`src/rtl/video_axis_pkg.sv`:
```
// Shared widths, field positions and the FIFO entry layout for the video-to-AXIS slice.
package video_axis_pkg;

   localparam int unsigned PIX_W    = 24;
   localparam int unsigned ENTRY_W  = 26;
   localparam int unsigned USER_BIT = 25;
   localparam int unsigned LAST_BIT = 24;

   typedef struct packed {
      logic             user;
      logic             last;
      logic [PIX_W-1:0] data;
   } pix_entry_t;

endpackage

```
`src/rtl/axis_fifo_sync.sv`:
```
// Single-clock first-word-fall-through FIFO; the head is visible on data_o while not empty,
// and the last popped word is held while empty so the output never shows stale storage.
module axis_fifo_sync #(
   parameter int unsigned Width = 26,
   parameter int unsigned Depth = 16
) (
   input  logic                     clk_i,
   input  logic                     rst_ni,
   input  logic                     push_i,
   input  logic [Width-1:0]         data_i,
   input  logic                     pop_i,
   output logic [Width-1:0]         data_o,
   output logic                     empty_o,
   output logic [$clog2(Depth):0]   count_o
);

   localparam int unsigned AW = $clog2(Depth);

   logic [Width-1:0] mem_q [Depth];
   logic [AW-1:0]    wr_ptr_q, rd_ptr_q;
   logic [AW:0]      count_q, count_d;
   logic [Width-1:0] hold_q;
   logic             full, empty, push_ok, pop_ok;

   assign empty   = (count_q == '0);
   assign full    = (count_q == (AW+1)'(Depth));
   assign pop_ok  = pop_i && !empty;
   // A push at full is accepted only when the head leaves in the same cycle.
   assign push_ok = push_i && (!full || pop_ok);

   always_comb begin
      count_d = count_q;
      if (push_ok && !pop_ok) begin
         count_d = count_q + (AW+1)'(1);
      end else if (pop_ok && !push_ok) begin
         count_d = count_q - (AW+1)'(1);
      end
   end

   always_ff @(posedge clk_i) begin
      if (push_ok) begin
         mem_q[wr_ptr_q] <= data_i;
      end
   end

   always_ff @(posedge clk_i or negedge rst_ni) begin
      if (!rst_ni) begin
         wr_ptr_q <= '0;
         rd_ptr_q <= '0;
         count_q  <= '0;
         hold_q   <= '0;
      end else begin
         count_q <= count_d;
         if (push_ok) begin
            wr_ptr_q <= wr_ptr_q + AW'(1);
         end
         if (pop_ok) begin
            rd_ptr_q <= rd_ptr_q + AW'(1);
            hold_q   <= mem_q[rd_ptr_q];
         end
      end
   end

   assign data_o  = empty ? hold_q : mem_q[rd_ptr_q];
   assign empty_o = empty;
   assign count_o = count_q;

endmodule

```
`src/rtl/video_to_axis.sv`:
```
// Parallel DE/VSYNC/RGB pixel stream to AXI4-Stream video with tuser/tlast framing and a FIFO.
// Optional geometry checking is enabled by defining VIDEO_TO_AXIS_GEOM_CHECK_EN.
module video_to_axis
   import video_axis_pkg::*;
#(
   parameter int unsigned IMG_W      = 64,
   parameter int unsigned IMG_H      = 64,
   parameter int unsigned FIFO_DEPTH = 16
) (
   input  logic             s_axis_video_aclk,
   input  logic             s_axis_video_aresetn,
   input  logic             VIDEO_IN_de,
   input  logic             VIDEO_IN_vsync,
   input  logic [PIX_W-1:0] VIDEO_IN_data,
   output logic [PIX_W-1:0] VIDEO_OUT_tdata,
   output logic             VIDEO_OUT_tvalid,
   input  logic             VIDEO_OUT_tready,
   output logic             VIDEO_OUT_tuser,
   output logic             VIDEO_OUT_tlast,
   output logic             overflow,
   output logic             geom_err
);

   localparam int unsigned CW   = (IMG_W > 1) ? $clog2(IMG_W) : 1;
   localparam int unsigned RW   = (IMG_H > 1) ? $clog2(IMG_H) : 1;
   localparam int unsigned CntW = $clog2(FIFO_DEPTH) + 1;

   logic [CW-1:0]      col_q, col_d, eff_col;
   logic [RW-1:0]      row_q, row_d, eff_row;
   logic               sof_q, sof_d;
   logic               ovf_q, ovf_d;
   pix_entry_t         wr_entry;
   logic [ENTRY_W-1:0] head;
   logic [CntW-1:0]    fifo_count;
   logic               fifo_empty, fifo_full, pop;

   assign fifo_full = (fifo_count == CntW'(FIFO_DEPTH));
   assign pop       = !fifo_empty && VIDEO_OUT_tready;

   // Vsync takes effect before a coincident pixel, so that pixel becomes (0,0) of the new frame.
   always_comb begin
      eff_col       = VIDEO_IN_vsync ? '0 : col_q;
      eff_row       = VIDEO_IN_vsync ? '0 : row_q;
      wr_entry.user = VIDEO_IN_vsync | sof_q;
      wr_entry.last = (eff_col == CW'(IMG_W - 1));
      wr_entry.data = VIDEO_IN_data;
      col_d         = eff_col;
      row_d         = eff_row;
      sof_d         = VIDEO_IN_vsync | sof_q;
      if (VIDEO_IN_de) begin
         sof_d = 1'b0;
         if (eff_col == CW'(IMG_W - 1)) begin
            col_d = '0;
            row_d = (eff_row == RW'(IMG_H - 1)) ? '0 : eff_row + RW'(1);
         end else begin
            col_d = eff_col + CW'(1);
         end
      end
      ovf_d = ovf_q | (VIDEO_IN_de && fifo_full && !pop);
   end

   always_ff @(posedge s_axis_video_aclk or negedge s_axis_video_aresetn) begin
      if (!s_axis_video_aresetn) begin
         col_q <= '0;
         row_q <= '0;
         sof_q <= 1'b1;
         ovf_q <= 1'b0;
      end else begin
         col_q <= col_d;
         row_q <= row_d;
         sof_q <= sof_d;
         ovf_q <= ovf_d;
      end
   end

   axis_fifo_sync #(
      .Width (ENTRY_W),
      .Depth (FIFO_DEPTH)
   ) u_fifo (
      .clk_i   (s_axis_video_aclk),
      .rst_ni  (s_axis_video_aresetn),
      .push_i  (VIDEO_IN_de),
      .data_i  (wr_entry),
      .pop_i   (pop),
      .data_o  (head),
      .empty_o (fifo_empty),
      .count_o (fifo_count)
   );

   assign VIDEO_OUT_tvalid = !fifo_empty;
   assign VIDEO_OUT_tdata  = head[PIX_W-1:0];
   assign VIDEO_OUT_tuser  = head[USER_BIT];
   assign VIDEO_OUT_tlast  = head[LAST_BIT];
   assign overflow         = ovf_q;

`ifdef VIDEO_TO_AXIS_GEOM_CHECK_EN
   logic de_q, vs_seen_q, gerr_q, gerr_d;

   // The first vsync after reset only marks that frame boundaries are now known.
   always_comb begin
      gerr_d = gerr_q
             | (de_q && !VIDEO_IN_de && (col_q != '0))
             | (VIDEO_IN_vsync && vs_seen_q && ((col_q != '0) || (row_q != '0)));
   end

   always_ff @(posedge s_axis_video_aclk or negedge s_axis_video_aresetn) begin
      if (!s_axis_video_aresetn) begin
         de_q      <= 1'b0;
         vs_seen_q <= 1'b0;
         gerr_q    <= 1'b0;
      end else begin
         de_q      <= VIDEO_IN_de;
         vs_seen_q <= vs_seen_q | VIDEO_IN_vsync;
         gerr_q    <= gerr_d;
      end
   end

   assign geom_err = gerr_q;
`else
   assign geom_err = 1'b0;
`endif

endmodule

```
`config.mk`:
```
export PLATFORM = sky130hd
export DESIGN_NAME = video_to_axis
export DESIGN_NICKNAME = d
export VERILOG_FILES = /design/src/rtl/video_axis_pkg.sv /design/src/rtl/axis_fifo_sync.sv /design/src/rtl/video_to_axis.sv
export SDC_FILE = /design/constraint.sdc
export NUM_CORES = 1
export LEC_CHECK = 0
export ABC_CLOCK_PERIOD_IN_PS = 3600
export CAP_MARGIN = 0
export CORE_UTILIZATION = 28
export DETAILED_ROUTE_END_ITERATION = 7
export RECOVER_POWER = 50
export SLEW_MARGIN = 40
export SYNTH_ARGS = -nofsm -noshare
export SYNTH_HDL_FRONTEND = slang
export SYNTH_SLANG_ARGS = --single-unit
export TNS_END_PERCENT = 50
```
`constraint.sdc`:
```
create_clock -name s_axis_video_aclk -period 3.6 [get_ports s_axis_video_aclk]
set_clock_uncertainty 0.15 [all_clocks]
set_input_delay 0.36 -clock s_axis_video_aclk [delete_from_list [all_inputs] [get_ports s_axis_video_aclk]]
set_output_delay 0.36 -clock s_axis_video_aclk [all_outputs]
set_load 0.02 [all_outputs]
```
Word level (Yosys, flattened, before mapping) --
Memory sizes are Yosys's and may differ from the RTL's. Cells that the tools add are included. W data, S select, Z words.
Storage, ports and cells: register bits after elaboration 47, latch bits 0, RAM bits 416, bits in read-only memories 0, output and inout bits 29, memories kept 1
Cells by class: add/sub/neg operators 5, $mul 0, div/mod/pow operators 0, magnitude comparators 0, equal/unequal tests 2, shift operators 0, muxes and demuxes 9, bitwise gates (word level) 2, reduce and logical (&&, ||, !) cells 15
Memories:
- u_fifo.mem_q | depth 16, width 26, rd ports 1, clocked after memory_dff 0, write ports 1, line axis_fifo_sync.sv:19 | logic [Width-1:0] mem_q [Depth];
Operator list (number):
- $mux W26 | 1
- $mux W6 | 3
- $mux W5 | 2
- $add A4 B1 Y4 const B | 2
- $logic_and A1 B1 Y1 | 7
- $add A6 B1 Y6 const B | 1
- $eq A6 B6 Y1 const B | 1
- $add A5 B1 Y5 const B | 1
- $eq A5 B5 Y1 const B | 1
- $logic_not A1 Y1 | 5
- $logic_not A5 Y1 | 1
- $sub A5 B1 Y5 const B | 1
- $mux W1 | 3
- $or A1 B1 Y1 | 2
- $reduce_bool A2 Y1 | 1
- $logic_or A1 B1 Y1 | 1

Depth between registers and ports, before layout --
Gate-level depths: netlist of run 1.
depth in word-level cells 10, gate-level depth with buffers 14, gate-level depth less buffers 12

By module --
A second synthesis of run 1 with hierarchy kept.
Unflattened totals: cell total of the unflattened synthesis 915, area total of the unflattened synthesis 18377.6 um^2
By module, submodules not included:
- axis_fifo_sync | instances 1, cells each 869, area each 17925.9 um^2, seq. area each 13467.9 um^2
- video_to_axis | instances 1, cells each 46, area each 451.7 um^2, seq. area each 201.4 um^2

Worst setup path before layout of run 1 --
OpenSTA, ideal clock, no wires.
path type register to register, from register u_fifo.count_q[1] (netlist: u_fifo.count_o[1]), to register u_fifo.count_q[4] (netlist: u_fifo.count_o[4]), setup time 0.080 ns, data arrival time 2.716 ns, data required time 3.370 ns, slack 0.654 ns, cell stages (with the launch flop) 15, path buffers 2, cells stage by stage dfrtp_1 > nor4_1 > nor2b_1 > buf_4 > inv_2 > and2_4 > clkinv_2 > buf_4 > ha_1 > inv_1 > ha_1 > a21o_1 > a21oi_1 > mux2i_1 > xnor2_1
Between the ends: word-level cells in the longest chain between the ends 9, elaborated cells between the ends (all ways) 17, classes of those cells add/sub (2); eq/ne (1); mux (2); reduce/logical (12)
RTL lines:
- start, declared | line axis_fifo_sync.sv:21 | logic [AW:0] count_q, count_d;
- start signal, assigned | line axis_fifo_sync.sv:53 | count_q <= count_d;
- $logic_not A5 Y1 * | line axis_fifo_sync.sv:25 | assign empty = (count_q == '0);
- $logic_not A1 Y1 *
- named net VIDEO_OUT_tvalid | line video_to_axis.sv:16 | output logic VIDEO_OUT_tvalid,
- $logic_and A1 B1 Y1 | line video_to_axis.sv:38 | assign pop = !fifo_empty && VIDEO_OUT_tready;
- $logic_and A1 B1 Y1 * | line axis_fifo_sync.sv:27 | assign pop_ok = pop_i && !empty;
- $logic_or A1 B1 Y1 | line axis_fifo_sync.sv:29 | assign push_ok = push_i && (!full || pop_ok);
- $logic_and A1 B1 Y1 | line axis_fifo_sync.sv:29
- $logic_not A1 Y1 | line axis_fifo_sync.sv:35 | end else if (pop_ok && !push_ok) begin
- $logic_and A1 B1 Y1 | line axis_fifo_sync.sv:35
- $reduce_bool A2 Y1 (no source line)
Mark *: on every way through the listed nets, which the timed path passes. The rest lies on a longest branch. The select of a mux whose other input is x is not followed. A chain may end at the register's enable or synchronous reset.

Worst setup path in the final report of run 1 --
from register u_fifo.rd_ptr_q[2], to output VIDEO_OUT_tdata[0]
Between the ends: word-level cells in the longest chain between the ends 2
RTL lines:
- start, declared | line axis_fifo_sync.sv:20 | logic [AW-1:0] wr_ptr_q, rd_ptr_q;
- start signal, assigned | line axis_fifo_sync.sv:58 | rd_ptr_q <= rd_ptr_q + AW'(1);
- $mem_v2 Z16 W26
- $mux W26 | line axis_fifo_sync.sv:64 | assign data_o = empty ? hold_q : mem_q[rd_ptr_q];
- end, declared | line video_to_axis.sv:15 | output logic [PIX_W-1:0] VIDEO_OUT_tdata,
Every way passes these cells.

==> out/qor.csv, run 1 <==
stage,metric,value,unit
status,status,finished with violations,
status,violated checks,"capacitance limit, slew limit",
sta,crit path time final,3490,ps
cts,worst skew pair latency,590,ps
pwr,Pint,0.0119,W
logic_synthesis,Yosys Warn Count,0,
sta,RSZ-0062 raised after global routing,false,
sta,# setup viols final,0,
routing,vias per inst,4.55,
logic_synthesis,synthesis-stage register bit count,463,
placement,pre-CTS setup slack,413,ps
logic_synthesis,Synth Flop Type,edfxtp_1,
worst_setup_path,max incr delay on CP,570,ps
routing,wire length per cell,20.6,um
logic_synthesis,register area share after synthesis,74.5,%
pwr,register share of total power,40.0,%
layout,"commonest non-fill, non-tap cells in the layout","416 x edfxtp_1, 104 x mux4_2, 92 x nand2_1",
sta,Fin. Hold Viols,0,
layout,"commonest non-fill, non-tap cell in the layout",edfxtp_1,
worst_setup_path,cells on worst reg2reg path,12,
floorplanning,Top Ports,58,
layout,Reg area,13700,sq um
cts,CTS tree,yes,
routing,final wirelength,39700,um
routing,met2 wire len,19200,um
cts,buffer depth of the longest clock path,3,
sta,Max Slew Vio Count,31,
logic_synthesis,Post-synth EDFFs,416,
worst_setup_path,crit path launch type,flop,
logic_synthesis,Mapped Cells,931,
cts,H-Tree Depth,2,
worst_hold_path,hold-critical path depth,1,
worst_setup_path,flop-to-flop setup slack,330,ps
routing,vias,8774,
cts,CTS Buf Count,47,
global_route,first-pass GRT wire length,59800,um
pwr,Worst VDD drop,0.367,mV
routing,DRC errors left,0,
layout,Syn-to-layout area delta,18.1,%
pwr,Psw,0.00545,W
routing,M1 WL,17700,um
routing,first drt pass iteration count,4,
pwr,Sw Ratio,31.3,%
layout,layout cells sized above 1,26.1,%
layout,final net count,1074,
worst_setup_path,crit-path cells,"buf_12, mux4_2, mux2_2, o21ai_2, o21ai_1, clkdlybuf4s50_1",
sta,final worst slack,109,ps
cts,Root Driver,clkbuf_16,
pwr,PwrDens,801,nW/um^2
placement,RePlAce Congestion,0.710,
worst_hold_path,Worst Hold Class,flop to flop,
global_route,gr usage total,12.1,%
logic_synthesis,synthesized area,18400,sq um
worst_setup_path,RR Endpoint,u_fifo.count_o[4]$_DFFE_PN0P_,
sta,fin crit share,97.0,%
floorplanning,Die H,258,um
logic_synthesis,share of flip-flops with an asynchronous set or reset,10.2,%
placement,Port Buffers,56,
worst_setup_path,crit end category,output pin,
worst_setup_path,worst setup path start,u_fifo.rd_ptr_q[2]$_DFFE_PN0N_,
cts,clk sinks,463,
pwr,total power,0.0174,W
sta,Setup TNS Final,0,ps
pwr,combinational power share,33.2,%
routing,met3 wire length,1970,um
worst_setup_path,Setup Crit Path Kind,flop to output pin,
worst_setup_path,R2R Path Start,u_fifo.count_o[1]$_DFFE_PN0P_,
job,max cap viols,1,
placement,HPWL Detailed,22900,um
floorplanning,Core ar.,64600,sq um
global_route,vias in the first global route,9189,
global_route,pin count of the biggest net entering global routing,55,
floorplanning,# rows,93,
logic_synthesis,Avg Inst Size Synth,19.7,sq um
pwr,Leakage,7.07,nW
worst_setup_path,Critical Path Fanout Max,16,
routing,1st-iter DRT viols,739,
worst_setup_path,CP required,3090,ps
routing,top layer in use,met5,
logic_synthesis,Yosys cell types,44,
layout,fillers,6065,
sta,achievable frequency,286,MHz
global_route,antenna violations before repair,6,
worst_hold_path,hold worst-path end,overflow$_DFF_PN0_,
global_route,GR Overflow Total,0,
layout,multi-input logic area,4350,sq um
worst_setup_path,"Arr. time, crit path",2980,ps
worst_setup_path,slowest CP cell,dfrtp_4,
pwr,clock group share of total power,26.8,%
worst_hold_path,Hold Startpoint,overflow$_DFF_PN0_,
routing,Routed Antenna Nets,0,
layout,final instance area,21700,sq um
logic_synthesis,Synth Net Count,971,
sta,Worst-Margin Slew,2010,ps
sta,Max transition margin,-34.3,%
cts,"Reg clk slew, reported paths",60,ps
placement,dpl cell area,20200,sq um
floorplanning,die area,66600,sq um
floorplanning,die width,258,um
floorplanning,starting density of the core,28.4,%
## routing by layer
layer,GRT usage [%],vias up
met1,16.3,4608
met3,2.37,61
li1,-,3926
met2,19.7,175
met4,3.70,4
met5,0,-
## critical path: cells and delay by family, from the launching register on
family,cells,cell delay [ps]
buffers and inverters,2,790
muxes,2,780
DFF,1,570
AOI/OAI and AO/OA,2,270
## synthesized netlist by cell type (4+ instances only)
master,number,share of area [%]
nand4_1,4,0.14
buf_6,11,0.67
buf_2,15,0.41
ha_1,10,0.68
edfxtp_1,416,68
xnor2_1,9,0.43
nand2_1,92,1.9
inv_1,7,0.14
mux4_2,104,13
o21ai_2,26,1.2
xor2_1,4,0.19
buf_4,5,0.20
mux2_2,26,1.6
dfrtp_1,46,6.3
and3_1,5,0.17
clkbuf_1,19,0.39
nor2b_1,4,0.14
o21ai_1,54,1.5
mux2i_1,27,1.5
nor2_1,6,0.12
and2_1,13,0.44
## metrics by stage
step | cells | utilization, % | hold slack, ps
2_1_floorplan | 931 | - | -85.6
3_3_place_gp | 1835 | 31.3 | 317
6_report | 1928 | 33.6 | 330
5_1_grt | 1926 | 33.6 | 356
3_5_place_dp | 1835 | 31.3 | 322
4_1_cts | 1924 | 33.6 | 304
## cell type report
cell class | count | share of cell area [%]
antenna | 2 | 0.0231
clock buffer | 59 | 5.73
clock inverter | 27 | 1.00
inverter | 10 | 0.179
multi-input combinational | 407 | 20.0
sequential | 463 | 63.1
tap | 855 | 4.93
timing repair buffer | 105 | 5.02
## power groups by stage
stage	clock network, W	logic (W)	registers, W
global route	0.00497	0.00629	0.00701
floorplan	0	0.00413	0.00685
CTS	0.00478	0.00591	0.00697
finish	0.00466	0.00577	0.00695
detailed placement	0	0.00597	0.00710
global placement	0	0.00593	0.00707
## sequential cells by signal (all words and copies together) (netlist names)
signal	flops
u_fifo.wr_ptr_q	4
u_fifo.mem_q	416
u_fifo.hold_q	26
u_fifo.rd_ptr_q	4
overflow	1
col_q	6
sof_q	1
u_fifo.count_o	5
## cells by family (layout without fill, tap and decap cells)
logic type / count (synthesis) / count (layout) / share of synthesized area (%)
xor+xnor: 13 / 13 / 0.620
other cells: 1 / 3 / 0.0204
compound gates: 92 / 92 / 3.16
mux: 157 / 157 / 15.8
fa+ha+maj: 11 / 11 / 0.791
simple gates: 133 / 133 / 3.22
flops: 463 / 463 / 74.5
buf+inv: 61 / 201 / 1.91
## worst max path at each step
| stage | to | slack [ps] | cells past startpoint |
|---|---|---|---|
| 6_report | VIDEO_OUT_tdata[0] | 110 | 6 |
| 5_1_grt | VIDEO_OUT_tdata[3] | 3 | 6 |
| 4_1_cts | VIDEO_OUT_tdata[16] | -30 | 6 |
| 3_5_place_dp | VIDEO_OUT_tdata[16] | 410 | 6 |
| 3_3_place_gp | VIDEO_OUT_tdata[16] | 410 | 6 |
| 2_1_floorplan | u_fifo.count_o[4]$_DFFE_PN0P_ | 650 | 14 |
## what timing repair did
item / CTS / global route
gates resized for setup: 18 / 4
hold endpoints to repair: 28 / 0
hold buffers: 1 / 0
setup endpoints to repair: 25 / 10
setup buffers: 2 / 2
No activity file was read; power rests on OpenSTA's default activity.
==> run 2, diff against run 1 <==
--- a/config.mk
+++ b/config.mk
@@ -9,6 +9,7 @@
 export CAP_MARGIN = 0
 export CORE_UTILIZATION = 28
 export DETAILED_ROUTE_END_ITERATION = 7
+export GPL_TIMING_DRIVEN = 0
 export RECOVER_POWER = 50
 export SLEW_MARGIN = 40
 export SYNTH_ARGS = -nofsm -noshare
==> run 2 against run 1 <==
  * Power is 2.4% higher
  * Clock power hardly changed
  * Worst hold slack worse by 23 ps
  * Non-clock buffer count is 11 higher
  * Cell area is 0.23% higher
  * Maximum frequency is 0.60% lower
  * Core utilization is 0.078 points higher
  * Register-to-register slack worse by 170 ps
  * Wire length is 9.2% higher
  * First-iteration DRC count is 17% higher
  * The run still ends with capacitance limit, slew limit left
  * Die area stayed put
==> out/qor.csv, run 2 (synthesis gave the netlist of run 1 again) <==
stage,metric,value,unit
floorplanning,Core ar.,64600,sq um
routing,first drt pass iteration count,5,
layout,final net count,1086,
status,status,finished with violations,
worst_setup_path,cells on worst reg2reg path,14,
layout,flip-flop count of the largest register after layout,416,
layout,final instance area,21700,sq um
floorplanning,Die H,258,um
routing,wire length per cell,22.3,um
sta,crit path time final,3510,ps
pwr,Worst VDD drop,0.350,mV
pwr,PwrDens,819,nW/um^2
floorplanning,die area,66600,sq um
global_route,antenna violations before repair,2,
cts,worst skew pair latency,580,ps
floorplanning,starting density of the core,28.4,%
sta,achievable frequency,285,MHz
placement,dpl cell area,20200,sq um
sta,fin crit share,97.6,%
layout,"commonest non-fill, non-tap cells in the layout","416 x edfxtp_1, 104 x mux4_2, 92 x nand2_1",
worst_setup_path,Setup Crit Path Kind,flop to output pin,
layout,layout cells sized above 1,26.8,%
pwr,total power,0.0178,W
sta,RSZ-0062 raised after global routing,true,
routing,1st-iter DRT viols,866,
sta,Setup TNS Final,0,ps
global_route,first-pass GRT wire length,64000,um
cts,CTS Buf Count,48,
sta,Max transition margin,-32.8,%
routing,DRC errors left,0,
floorplanning,Top Ports,58,
placement,pre-CTS setup slack,-19.5,ps
placement,RePlAce Congestion,0.764,
worst_setup_path,worst setup path start,u_fifo.rd_ptr_q[2]$_DFFE_PN0N_,
layout,"commonest non-fill, non-tap cell in the layout",edfxtp_1,
cts,clk sinks,463,
worst_setup_path,Critical Path Fanout Max,10,
cts,Post CTS Setup Buffer Count,0,
layout,largest reg by FF count,u_fifo.mem_q,
floorplanning,die width,258,um
cts,buffer depth of the longest clock path,3,
layout,fillers,6058,
sta,Worst-Margin Slew,1990,ps
worst_setup_path,crit end category,output pin,
layout,Syn-to-layout area delta,18.4,%
routing,Routed Antenna Nets,0,
worst_hold_path,Worst Hold Class,input pin to asynchronous set/reset pin,
worst_setup_path,"Arr. time, crit path",3000,ps
routing,vias per inst,4.69,
cts,CTS tree,yes,
global_route,gr usage total,13.3,%
layout,Largest regs,"u_fifo.mem_q x416, u_fifo.hold_q x26, col_q x6",
pwr,Leakage,7.10,nW
cts,Root Driver,clkbuf_16,
worst_setup_path,crit path launch type,flop,
global_route,pin count of the biggest net entering global routing,33,
routing,vias,9116,
routing,final wirelength,43300,um
worst_setup_path,CP required,3090,ps
global_route,GR Overflow Total,0,
sta,Fin. Hold Viols,0,
status,violated checks,"capacitance limit, slew limit",
job,max cap viols,1,
sta,Max Slew Vio Count,33,
placement,Port Buffers,55,
cts,"Reg clk slew, reported paths",60,ps
sta,WHS,308,ps
sta,# setup viols final,0,
floorplanning,# rows,93,
worst_setup_path,R2R Path Start,u_fifo.count_o[0]$_DFFE_PN0P_,
global_route,vias in the first global route,9613,
placement,HPWL Detailed,26600,um
sta,final worst slack,88.1,ps
cts,H-Tree Depth,2,
[run 2: cell count changes in the layout (fill, tap and decap cells not counted), moves of 7 or more]
cell / previous run / this run
clkinv_1: 13 / 6
buf_2: 0 / 8
clkdlybuf4s50_1: 12 / 3
buf_4: 30 / 11
buf_6: 2 / 10
and2_4: 0 / 13
clkbuf_1: 13 / 32
buf_12: 14 / 4
clkbuf_2: 1 / 10
and2_1: 8 / 0
[run 2: worst max-delay path, stage by stage (launching register included)]
cell	delay, ps
dfrtp_1	340
buf_6	140
buf_6	210
buf_8	220
mux4_2	530
mux2i_1	230
nand2_1	100
o21ai_2	110
o21ai_1	160
dlygate4sd2_1	370
[run 2: power by group]
group	internal, W	switching, W
clock	0.00260	0.00205
sequential	0.00658	0.000229
combinational	0.00267	0.00368
total	0.0118	0.00596
[run 2: worst paths after layout]
path                            slack (ps)                              to
worst max-delay path                    90              VIDEO_OUT_tdata[9]
worst min-delay path                   310  u_fifo.wr_ptr_q[0]$_DFFE_PN0N_
worst max register to register         160   u_fifo.count_o[4]$_DFFE_PN0P_
worst min register to register         330    u_fifo.hold_q[3]$_DFFE_PN0N_
max in group asynchronous              630   u_fifo.hold_q[20]$_DFFE_PN0N_
min in group s_axis_video_aclk         330    u_fifo.hold_q[3]$_DFFE_PN0N_
[run 2: routing by layer]
metal | share of wire, % | GRT usage (%) | vias up | wire length (um)
li1 | - | - | 3961 | -
met1 | 45 | 18.2 | 4803 | 19300
met2 | 47 | 21.0 | 275 | 20300
met3 | 5.9 | 2.80 | 75 | 2570
met4 | 2.5 | 3.94 | 2 | 1100
met5 | 0.028 | 0 | - | 12
[run 2: area by class of cell]
cell class | instances | area [sq um] | share of cell area [%]
sequential | 463 | 13700 | 62.9
multi-input combinational | 407 | 4400 | 20.2
clock buffer | 74 | 1310 | 6.02
tap | 855 | 1070 | 4.92
timing repair buffer | 66 | 742 | 3.41
buffer | 50 | 363 | 1.67
clock inverter | 16 | 140 | 0.645
inverter | 10 | 38.8 | 0.178
antenna | 3 | 7.51 | 0.0345
[run 2: stage by stage]
stage	std cells	util [%]
after global routing	1941	33.7
after global placement	1841	30.9
final	1944	33.7
after floorplan	931	-
after CTS	1942	33.7
after detailed placement	1850	31.3
[run 2: timing repair]
action                                  in CTS  in global routing
endpoints found under the setup margin      26                 18
gates resized for setup                     49                 10
hold buffers                                 2                  0
hold endpoints to repair                    48                  0
==> run 3, diff against run 2 <==
--- a/config.mk
+++ b/config.mk
@@ -10,7 +10,9 @@
 export CORE_UTILIZATION = 28
 export DETAILED_ROUTE_END_ITERATION = 7
 export GPL_TIMING_DRIVEN = 0
+export HOLD_SLACK_MARGIN = 0.1
 export RECOVER_POWER = 50
+export SETUP_SLACK_MARGIN = 0.02
 export SLEW_MARGIN = 40
 export SYNTH_ARGS = -nofsm -noshare
 export SYNTH_HDL_FRONTEND = slang
==> run 3 against run 2 <==
  * The flow still finishes with violations (capacitance limit, slew limit)
  * Sequential power is essentially flat
  * Combinational power barely moved
  * Global-route usage is essentially flat
  * First-iteration DRC count down 0.58%
  * Worst setup slack improved by 57 ps
  * Count of clock-buffer cells in the layout unchanged
  * Clock power barely moved
  * Die area unchanged
  * Cell area about the same
  * Register-to-register slack better by 50 ps
  * Via count is essentially flat
  * Critical endpoint is now VIDEO_OUT_tdata[11]
==> out/qor.csv, run 3 (synthesis gave the netlist of run 1 again) <==
stage,metric,value,unit
sta,crit path time final,3450,ps
global_route,GR Overflow Total,0,
routing,wire length per cell,22.4,um
worst_setup_path,worst setup path start,u_fifo.rd_ptr_q[2]$_DFFE_PN0N_,
worst_setup_path,crit path launch type,flop,
cts,H-Tree Depth,2,
global_route,pin count of the biggest net entering global routing,33,
global_route,vias in the first global route,9620,
layout,"commonest non-fill, non-tap cells in the layout","416 x edfxtp_1, 104 x mux4_2, 92 x nand2_1",
layout,"commonest non-fill, non-tap cell in the layout",edfxtp_1,
routing,Routed Antenna Nets,0,
worst_setup_path,crit end category,output pin,
worst_setup_path,"Arr. time, crit path",2940,ps
routing,first drt pass iteration count,5,
job,max cap viols,1,
cts,buffer depth of the longest clock path,3,
layout,flip-flop count of the largest register after layout,416,
worst_setup_path,Critical Path Fanout Max,10,
cts,clk sinks,463,
cts,Post CTS Setup Buffer Count,0,
sta,fin crit share,96.0,%
routing,vias,9114,
floorplanning,die area,66600,sq um
floorplanning,starting density of the core,28.4,%
sta,Fin. Hold Viols,0,
cts,worst skew pair latency,580,ps
worst_setup_path,R2R Path Start,u_fifo.count_o[1]$_DFFE_PN0P_,
pwr,Leakage,7.09,nW
cts,CTS tree,yes,
worst_setup_path,max incr delay on CP,520,ps
layout,Finished Core Util,33.7,%
floorplanning,die width,258,um
routing,vias per inst,4.69,
floorplanning,Die H,258,um
worst_setup_path,cells on worst reg2reg path,14,
sta,RSZ-0062 raised after global routing,false,
worst_setup_path,RR Endpoint,u_fifo.count_o[4]$_DFFE_PN0P_,
cts,"Reg clk slew, reported paths",60,ps
status,violated checks,"capacitance limit, slew limit",
worst_setup_path,slowest CP cell,mux4_2,
sta,Max Slew Vio Count,33,
routing,DRC errors left,0,
placement,Port Buffers,55,
floorplanning,Top Ports,58,
pwr,total power,0.0178,W
layout,Largest regs,"u_fifo.mem_q x416, u_fifo.hold_q x26, col_q x6",
pwr,Worst VDD drop,0.349,mV
floorplanning,# rows,93,
layout,final net count,1087,
routing,final wirelength,43400,um
worst_setup_path,CP endpoint,VIDEO_OUT_tdata[11],
worst_setup_path,CP required,3090,ps
sta,Max transition margin,-33.6,%
sta,Worst-Margin Slew,2000,ps
layout,final instance area,21700,sq um
pwr,PwrDens,819,nW/um^2
worst_setup_path,crit-path cells,"buf_6, buf_8, buf_12, mux4_2, mux2i_1, nand2_1, o21ai_2, o21ai_1, dlygate4sd2_1",
status,status,finished with violations,
sta,# setup viols final,0,
layout,Syn-to-layout area delta,18.4,%
cts,Root Driver,clkbuf_16,
placement,HPWL Detailed,26600,um
layout,largest reg by FF count,u_fifo.mem_q,
worst_setup_path,flop-to-flop setup slack,210,ps
layout,layout cells sized above 1,26.7,%
placement,RePlAce Congestion,0.764,
routing,1st-iter DRT viols,861,
cts,CTS Buf Count,48,
global_route,gr usage total,13.3,%
global_route,first-pass GRT wire length,64000,um
placement,dpl cell area,20200,sq um
worst_hold_path,Worst Hold Class,flop to flop,
floorplanning,Core ar.,64600,sq um
worst_setup_path,Setup Crit Path Kind,flop to output pin,
global_route,antenna violations before repair,2,
sta,achievable frequency,289,MHz
==> run 3: per-layer routing <==
layer / global-route usage [%] / vias to the layer above / routed length (um)
met1: 18.2 / 4814 / 19400
met4: 3.94 / 2 / 1070
met3: 2.80 / 73 / 2560
li1: - / 3958 / -
met2: 21.1 / 267 / 20400
met5: 0 / - / 12
==> run 3: how the worst min path moves through the flow <==
stage,depth (start not counted),slack (ps),to,from
floorplan,0,-90,col_q[0]$_DFF_PN0_,s_axis_video_aresetn
global placement,2,320,u_fifo.hold_q[15]$_DFFE_PN0N_,u_fifo.hold_q[15]$_DFFE_PN0N_
detailed placement,1,100,col_q[5]$_DFF_PN0_,s_axis_video_aresetn
CTS,3,130,u_fifo.hold_q[5]$_DFFE_PN0N_,s_axis_video_aresetn
global route,2,360,u_fifo.hold_q[11]$_DFFE_PN0N_,u_fifo.hold_q[11]$_DFFE_PN0N_
finish,2,330,u_fifo.hold_q[3]$_DFFE_PN0N_,u_fifo.hold_q[3]$_DFFE_PN0N_
==> run 3: worst max-delay path: cells and delay by family, from the launching register on <==
kind | cells | cell delay (ps)
simple gates | 1 | 110
buf+inv | 4 | 910
mux | 2 | 750
flops | 1 | 340
compound gates | 2 | 250
==> run 3: stage by stage <==
stage	cells	TNS [ps]	hold slack (ps)	setup WS, ps
finish	1943	0	334	145
global route	1942	0	361	24.2
CTS	1943	-6.22	133	-6.22
detailed placement	1850	-19.5	97.5	-19.5
global placement	1841	-1260	316	-26.8
floorplan	931	0	-85.6	654
==> run 3: cell type report <==
class | instances | area (sq um)
antenna | 1 | 2.50
timing repair buffer | 67 | 741
multi-input combinational | 407 | 4400
clock inverter | 16 | 140
inverter | 10 | 38.8
clock buffer | 74 | 1310
fill | 6052 | 42800
tap | 855 | 1070
buffer | 50 | 373
sequential | 463 | 13700
==> run 3: what timing repair did <==
| item | 4_1_cts | 5_1_grt |
|---|---|---|
| endpoints found under the hold margin | 54 | 0 |
| resized for setup | 50 | 9 |
| hold buffers | 3 | 0 |
| gates cloned | 0 | 0 |
| endpoints found under the setup margin | 26 | 18 |
==> run 3: where the power goes <==
group / switching, W / internal [W]
Clock: 0.00206 / 0.00260
Combinational: 0.00367 / 0.00267
Sequential: 0.000233 / 0.00658
